File: config.mk
export PLATFORM = sky130hd
export DESIGN_NAME = arm_imm_encoder
export DESIGN_NICKNAME = d
export VERILOG_FILES = /design/src/rtl/arm_imm_pkg.sv /design/src/rtl/imm_rotl.sv /design/src/rtl/arm_imm_encoder.sv
export SDC_FILE = /design/constraint.sdc
export NUM_CORES = 1
export LEC_CHECK = 0
export ABC_AREA = 1
export CELL_PAD_IN_SITES_DETAIL_PLACEMENT = 1
export CELL_PAD_IN_SITES_GLOBAL_PLACEMENT = 2
export CORE_MARGIN = 2
export CORE_UTILIZATION = 30
export CTS_BUF_LIST = sky130_fd_sc_hd__clkbuf_4 sky130_fd_sc_hd__clkbuf_8 sky130_fd_sc_hd__clkbuf_16
export CTS_CLUSTER_DIAMETER = 150
export DETAILED_ROUTE_END_ITERATION = 6
export GPL_TIMING_DRIVEN = 0
export PLACE_DENSITY = 0.76
export SLEW_MARGIN = 5
export SYNTH_ARGS = -nofsm -noshare
export SYNTH_HDL_FRONTEND = slang
export SYNTH_SLANG_ARGS = --single-unit
File: constraint.sdc
create_clock -name clk -period 4.8 [get_ports clk]
set_clock_uncertainty 0.15 [all_clocks]
set_input_delay 0.72 -clock clk [delete_from_list [all_inputs] [get_ports clk]]
set_output_delay 0.72 -clock clk [all_outputs]
set_load 0.005 [all_outputs]
File: src/rtl/arm_imm_pkg.sv
// Shared types and constants for the ARM operand-2 immediate encoder.
// Build option: ARM_IMM_MVN_EN adds the inverted (MVN) search path.
package arm_imm_pkg;
  localparam int DATA_W   = 32;
  localparam int IMM_W    = 8;
  localparam int ROT_W    = 4;
  localparam int ROT_STEP = 2;
  localparam int SHAMT_W  = 5;

  typedef enum logic [1:0] {
    IDLE,
    SEARCH,
    DONE
  } state_t;

  typedef struct packed {
    logic             found;
    logic [ROT_W-1:0] rot;
    logic [IMM_W-1:0] imm8;
    logic             inv;
  } result_t;
endpackage

File: src/rtl/imm_rotl.sv
// Combinational 32-bit rotate-left; zero amount passes data through unchanged.
module imm_rotl
  import arm_imm_pkg::*;
(
  input  logic [DATA_W-1:0]  data,
  input  logic [SHAMT_W-1:0] amt,
  output logic [DATA_W-1:0]  result
);
  logic [SHAMT_W:0] rsh;

  // A right shift by the full width yields zero, which is what amt==0 needs.
  assign rsh    = (SHAMT_W + 1)'(DATA_W) - {1'b0, amt};
  assign result = (data << amt) | (data >> rsh);
endmodule

File: src/rtl/arm_imm_encoder.sv
// Iterative (rot, imm8) search for a 32-bit constant, one rotation per clock, smallest rot wins.
// Build option: ARM_IMM_MVN_EN also tests ~value each cycle (direct form has priority).
module arm_imm_encoder
  import arm_imm_pkg::*;
(
  input  logic              clk,
  input  logic              reset_n,
  input  logic              in_valid,
  output logic              in_ready,
  input  logic [DATA_W-1:0] in_value,
  output logic              out_valid,
  input  logic              out_ready,
  output logic              out_found,
  output logic [ROT_W-1:0]  out_rot,
  output logic [IMM_W-1:0]  out_imm8,
  output logic              out_inv
);
  state_t            state_q, state_d;
  logic [ROT_W-1:0]  cnt_q, cnt_d;
  logic [DATA_W-1:0] value_q, value_d;
  result_t           res_q, res_d;

  logic [SHAMT_W-1:0] amt;
  logic [DATA_W-1:0]  cand;
  logic               direct_hit;

  assign amt = {cnt_q, 1'b0};

  imm_rotl u_rotl_direct (
    .data   (value_q),
    .amt    (amt),
    .result (cand)
  );

  assign direct_hit = (cand[DATA_W-1:IMM_W] == '0);

`ifdef ARM_IMM_MVN_EN
  logic [DATA_W-1:0] cand_inv;
  logic              inv_hit;

  imm_rotl u_rotl_inv (
    .data   (~value_q),
    .amt    (amt),
    .result (cand_inv)
  );

  assign inv_hit = (cand_inv[DATA_W-1:IMM_W] == '0);
`endif

  always_ff @(posedge clk or negedge reset_n) begin
    if (!reset_n) begin
      state_q <= IDLE;
      cnt_q   <= '0;
      value_q <= '0;
      res_q   <= '0;
    end else begin
      state_q <= state_d;
      cnt_q   <= cnt_d;
      value_q <= value_d;
      res_q   <= res_d;
    end
  end

  always_comb begin
    state_d = state_q;
    cnt_d   = cnt_q;
    value_d = value_q;
    res_d   = res_q;
    case (state_q)
      IDLE: begin
        if (in_valid) begin
          value_d = in_value;
          cnt_d   = '0;
          state_d = SEARCH;
        end
      end
      SEARCH: begin
        if (direct_hit) begin
          res_d   = '{found: 1'b1, rot: cnt_q, imm8: cand[IMM_W-1:0], inv: 1'b0};
          state_d = DONE;
`ifdef ARM_IMM_MVN_EN
        end else if (inv_hit) begin
          res_d   = '{found: 1'b1, rot: cnt_q, imm8: cand_inv[IMM_W-1:0], inv: 1'b1};
          state_d = DONE;
`endif
        end else if (cnt_q == {ROT_W{1'b1}}) begin
          res_d   = '0;
          state_d = DONE;
        end else begin
          cnt_d = cnt_q + 1'b1;
        end
      end
      DONE: begin
        // Result fields are cleared on hand-off so stale data never lingers.
        if (out_ready) begin
          res_d   = '0;
          state_d = IDLE;
        end
      end
      default: state_d = IDLE;
    endcase
  end

  assign in_ready  = (state_q == IDLE);
  assign out_valid = (state_q == DONE);
  assign out_found = res_q.found;
  assign out_rot   = res_q.rot;
  assign out_imm8  = res_q.imm8;
  assign out_inv   = res_q.inv;
endmodule

==> results.sh, run 1 <==
export IMPL_dieHeight_um=123
export IMPL_finalCritPeriodShare_pct=78.7
export IMPL_yosys_area_share_adder_pct=0.593
export IMPL_stdcell_count=879
export IMPL_io_buffers=50
export IMPL_synth_cell_types=36
export IMPL_grt_pass1_vias=4728
export IMPL_cp_start_kind="flop"
export IMPL_via_per_inst=5.22
export IMPL_holdBufCountCts=0
export IMPL_post_cts_resized=0
export IMPL_initial_core_util_pct=30.5
export IMPL_die_area_sq_um=15000
export IMPL_cts_sinks=51
export IMPL_max_slew_margin_rel_pct=53.0
export IMPL_final_common_cell="nand2_1"
export IMPL_drt_initial_drc_count=305
export IMPL_dp_cells=871
export IMPL_io_pins=52
export IMPL_synth_seq_area_share_pct=30.2
export IMPL_synthesis_instances=640
export IMPL_rsz0062_at_grt="false"
export IMPL_grt_max_degree=28
export IMPL_dp_hpwl_um=13000
export IMPL_grt_total_usage_pct=22.9
export IMPL_synth_seq_cells=51
export IMPL_crit_required_ns=4.82
export IMPL_syn_area_sq_um=4220
export IMPL_first_pass_iters=5
export IMPL_synth_area_per_cell_sq_um=6.59
export IMPL_routedWlPerCell_um=18.7
export IMPL_clk_pin_slew_ns=0.07
export IMPL_rows=43
export IMPL_finalCriticalPeriod_ns=3.78
export IMPL_area_growth_synth_to_final_pct=20.9
export IMPL_yosys_area_share_simple_pct=48.0
export IMPL_crit_buf_inv=4
export IMPL_clk_latency_ns=0.31
export IMPL_nets=736
export IMPL_fin_hold_ws_ns=0.267
export IMPL_ys_warnings_count=0
export IMPL_final_cell_mix="nand2_1, nand3_1, dfrtp_1"
export IMPL_setup_viol=0
export IMPL_max_stage_delay_ns=0.44
export IMPL_worst_path_max_delay_cell="buf_1"
export IMPL_cp_arrival_ns=3.80
export IMPL_status="complete, no violations"
export IMPL_fin_tns_setup_ns=0
export IMPL_post_route_drc_count=0
export IMPL_synthFlopType="dfrtp_1"
export IMPL_path_cells="clkinv_1 > buf_2 > ha_1 > inv_1 > buf_1 > nand3_1 > nand2_1 > nand2_1 > nor2_1 > nand2_1 > nand2_1 > nand3_1 > nand2_1 > nand2_1 > nor2_4 > nand2_4 > nand2_4 > nand2_1 > nand2_1 > o21ai_1"
export IMPL_fmax_mhz=265
export IMPL_htree_num_levels=2
export IMPL_totalWireLength_um=16500
export IMPL_gp_congestion=0.949
export IMPL_synth_fp_nets=678
export IMPL_die_x_um=123
export IMPL_synth_edf_count=0
export IMPL_maxSlewViolCount=0
export IMPL_async_flop_share_pct=100
export IMPL_antenna_left=0
export IMPL_synthXorXnorAreaFrac_pct=0.593
export IMPL_grt_pass1_wl_um=26100
export IMPL_cpMostUsedCell="nand2_1"
export IMPL_grt_overflow=0
export IMPL_vias=4586
export IMPL_diodes=0
export IMPL_synth_top_family_by_area="simple AND/OR/NAND/NOR gates"
export IMPL_post_cts_buffers=0
export IMPL_hp_class="input pin to asynchronous set/reset pin"
export IMPL_cts_tree="yes"
export IMPL_cts_made_buffers=5
export IMPL_clock_root_buffer="clkbuf_16"
export IMPL_maxCapViolations=0
export IMPL_grt_antenna_before_repair=0
export IMPL_path_class="flop to flop"
export IMPL_clock_path_buffers=2
export IMPL_core_area_sq_um=13800
export IMPL_cp_max_fo=10
export IMPL_finalHoldViolCount=0
export IMPL_drive_above_1_share_pct=13.0
export IMPL_endpoint_kind="flop"
export IMPL_worstMarginPinSlew_ns=0.705
export IMPL_synth_compound_area_share_pct=5.78
export IMPL_cp_top_family="simple AND/OR/NAND/NOR gates"
export IMPL_synth_mux_area_share_pct=8.00
## final cells by class
cell class	count	area (sq um)
buffer	35	204
fill	1815	8730
clock inverter	3	15.0
tap	180	225
timing repair buffer	51	515
clock buffer	5	125
inverter	21	78.8
multi-input combinational	533	2660
sequential	51	1280
## registers in the layout (all words and copies together) (netlist names)
name	flops
out_found	1
out_imm8	8
out_rot	4
cnt_q	4
state_q	2
value_q	32
## cell usage after synthesis, types with 5 or more instances
library cell	number	area, sq um
nor2_1	47	176
a211oi_1	7	52.6
inv_1	15	56.3
and2_1	5	31.3
nand3_1	143	716
clkbuf_1	5	18.8
mux2_2	30	338
o21ai_0	12	60.1
dfrtp_1	51	1280
buf_4	5	37.5
a21oi_1	12	60.1
nand2_1	235	882
nand4_1	5	31.3
nor3_1	7	35.0
buf_2	19	95.1
## metal layers
| layer | GRT usage [%] | wire length [um] | up-vias |
|---|---|---|---|
| li1 | - | - | 2239 |
| met5 | 0 | 0 | - |
| met3 | 2.97 | 622 | 20 |
| met1 | 31.1 | 7880 | 2226 |
| met2 | 38.1 | 7570 | 101 |
| met4 | 6.47 | 387 | 0 |
## metrics by stage
stage	area (sq um)	setup WS (ns)	utilization, %
2_1_floorplan	4220	1.88	-
3_3_place_gp	4950	1.14	35.8
3_5_place_dp	4960	1.08	35.9
4_1_cts	5100	1.06	36.9
5_1_grt	5100	0.741	36.9
6_report	5100	1.02	36.9
## logic make-up after synthesis
kind of cell,count (synthesis)
flops,51
xor+xnor,2
compound gates,40
simple gates,458
buf+inv,56
mux,30
fa+ha+maj,2
other cells,1
## final timing paths
check                                       startpoint                       to  slack (ns)  cells past startpoint
min in group clk                out_rot[1]$_DFFE_PN0P_   out_rot[1]$_DFFE_PN0P_        0.33                      2
max in group asynchronous                      reset_n     cnt_q[1]$_DFFE_PN0P_        3.67                      2
worst min register to register  out_rot[1]$_DFFE_PN0P_   out_rot[1]$_DFFE_PN0P_        0.33                      2
worst max-delay path              cnt_q[1]$_DFFE_PN0P_     cnt_q[2]$_DFFE_PN0P_        1.02                     20
worst min-delay path                           reset_n  value_q[26]$_DFFE_PN0P_        0.27                      1
worst max register to register    cnt_q[1]$_DFFE_PN0P_     cnt_q[2]$_DFFE_PN0P_        1.02                     20
Power of run 1 is left out: the tool's default activity adds up to more than one toggle a clock period on the data nets, which glitch-free logic cannot reach.
==> run 2, diff against run 1 <==
==> constraint.sdc (replaced) <==
create_clock -name clk -period 3.8 [get_ports clk]
set_clock_uncertainty 0.15 [all_clocks]
set_input_delay 0.57 -clock clk [delete_from_list [all_inputs] [get_ports clk]]
set_output_delay 0.57 -clock clk [all_outputs]
set_load 0.005 [all_outputs]
==> run 2 against run 1 <==
Sequential share of layout area down 0.061 points. Flip-flop and latch count unchanged. Final cell count unchanged. Die area unchanged. Highest routed layer unchanged.
==> results.sh, run 2 (synthesized netlist as in run 1, its figures left out) <==
export IMPL_status="complete, no violations"
export IMPL_rsz0062_at_grt="false"
export IMPL_endpoint_kind="flop"
export IMPL_clock_root_buffer="clkbuf_16"
export IMPL_htree_num_levels=2
export IMPL_fin_tns_setup_ns=0
export IMPL_largest_reg_flops=32
export IMPL_worstMarginPinSlew_ns=0.725
export IMPL_cts_made_buffers=5
export IMPL_first_pass_iters=5
export IMPL_hp_class="input pin to asynchronous set/reset pin"
export IMPL_clock_path_buffers=2
export IMPL_final_area_sq_um=5110
export IMPL_grt_max_degree=28
export IMPL_fin_ws_ns=0.239
export IMPL_io_buffers=50
export IMPL_final_cell_mix="nand2_1, nand3_1, dfrtp_1"
export IMPL_clk_pin_slew_ns=0.08
export IMPL_cp_start_kind="flop"
export IMPL_die_x_um=123
export IMPL_vias=4597
export IMPL_area_growth_synth_to_final_pct=21.2
export IMPL_dieHeight_um=123
export IMPL_cp_max_fo=10
export IMPL_max_slew_margin_rel_pct=51.6
export IMPL_core_area_sq_um=13800
export IMPL_diodes=0
export IMPL_cts_tree="yes"
export IMPL_grt_overflow=0
export IMPL_pre_cts_slack_ns=0.0764
export IMPL_post_route_drc_count=0
export IMPL_clk_latency_ns=0.31
export IMPL_grt_antenna_before_repair=0
export IMPL_initial_core_util_pct=30.5
export IMPL_path_class="flop to flop"
export IMPL_utilization_pct=37.0
export IMPL_regMostFlops="value_q"
export IMPL_drt_initial_drc_count=265
export IMPL_grt_pass1_wl_um=26100
export IMPL_placed_area_sq_um=4960
export IMPL_die_area_sq_um=15000
export IMPL_cts_sinks=51
export IMPL_nets=736
export IMPL_maxSlewViolCount=0
export IMPL_fmax_mhz=281
export IMPL_rows=43
export IMPL_antenna_left=0
export IMPL_finalCritPeriodShare_pct=93.7
export IMPL_holdBufCountCts=0
export IMPL_finalCriticalPeriod_ns=3.56
export IMPL_cp_arrival_ns=3.58
export IMPL_grt_total_usage_pct=22.9
export IMPL_routedWlPerCell_um=18.7
export IMPL_final_common_cell="nand2_1"
export IMPL_drive_above_1_share_pct=13.3
export IMPL_via_per_inst=5.23
export IMPL_crit_required_ns=3.82
export IMPL_nFillCells=1812
export IMPL_gp_congestion=0.949
export IMPL_totalWireLength_um=16500
export IMPL_maxCapViolations=0
export IMPL_finalHoldViolCount=0
export IMPL_io_pins=52
export IMPL_grt_pass1_vias=4728
export IMPL_setup_viol=0
export IMPL_dp_hpwl_um=13000
==> run 2: changes by cell type in the layout (fill, tap and decap cells not counted), sizes merged <==
cell and delta:
buf -4, clkinv -1, clkinvlp +1, clkbuf +4
==> run 2: final cells by class <==
| class | count | area [sq um] | share of cell area, % |
|---|---|---|---|
| Buffer | 35 | 213 | 4.16 |
| Clock inverter | 3 | 15.0 | 0.294 |
| Clock buffer | 5 | 125 | 2.45 |
| Tap cell | 180 | 225 | 4.40 |
| Sequential cell | 51 | 1280 | 25.0 |
| Inverter | 21 | 82.6 | 1.61 |
| Multi-Input combinational cell | 533 | 2660 | 52.0 |
| Timing Repair Buffer | 51 | 515 | 10.1 |
==> run 2: metrics by stage <==
stage                     instances  hold WS (ns)
after detailed placement        871         0.316
after global routing            879         0.158
final                           879         0.119
after floorplan                 640         0.124
after CTS                       879         0.141
after global placement          870         0.312
==> run 2: metal layers <==
layer	global-route usage [%]	vias up	wire length, um
met5	0	-	0
met4	6.47	0	386
met3	2.97	20	526
met2	38.1	101	7570
met1	31.1	2235	7980
li1	-	2241	-
==> run 2: worst paths after layout <==
| check | from | slack (ns) | endpoint | cells after the start |
|---|---|---|---|---|
| setup / recovery | cnt_q[0]$_DFFE_PN0P_ | 0.24 | cnt_q[2]$_DFFE_PN0P_ | 20 |
| hold / removal | reset_n | 0.12 | value_q[23]$_DFFE_PN0P_ | 1 |
| setup reg to reg | cnt_q[0]$_DFFE_PN0P_ | 0.24 | cnt_q[2]$_DFFE_PN0P_ | 20 |
| hold reg to reg | out_rot[1]$_DFFE_PN0P_ | 0.33 | out_rot[1]$_DFFE_PN0P_ | 2 |
| max in group asynchronous | reset_n | 2.82 | cnt_q[1]$_DFFE_PN0P_ | 2 |
| min in group clk | out_rot[1]$_DFFE_PN0P_ | 0.33 | out_rot[1]$_DFFE_PN0P_ | 2 |
==> run 2: worst max-delay path, stage by stage (launching register included) <==
cell     delay, ns
dfrtp_1       0.43
buf_4         0.21
inv_2         0.06
buf_6         0.14
buf_6         0.16
ha_1          0.31
inv_1         0.18
buf_1         0.41
nand3_1       0.14
nand2_1       0.12
nand3_1       0.10
nand3_1       0.12
nand3_1       0.08
nand2_1       0.06
nand2_1       0.08
nor2_4        0.13
nand2_4       0.08
nand2_4       0.10
nand2_1       0.15
nand2_1       0.13
o21ai_1       0.07
==> run 2: timing repair <==
action                     CTS  global route
hold endpoints to repair     0             0
setup endpoints to repair    0            18
buffers inserted             0             0
gates resized for setup      0             5
Power of run 2 is left out for the same reason.
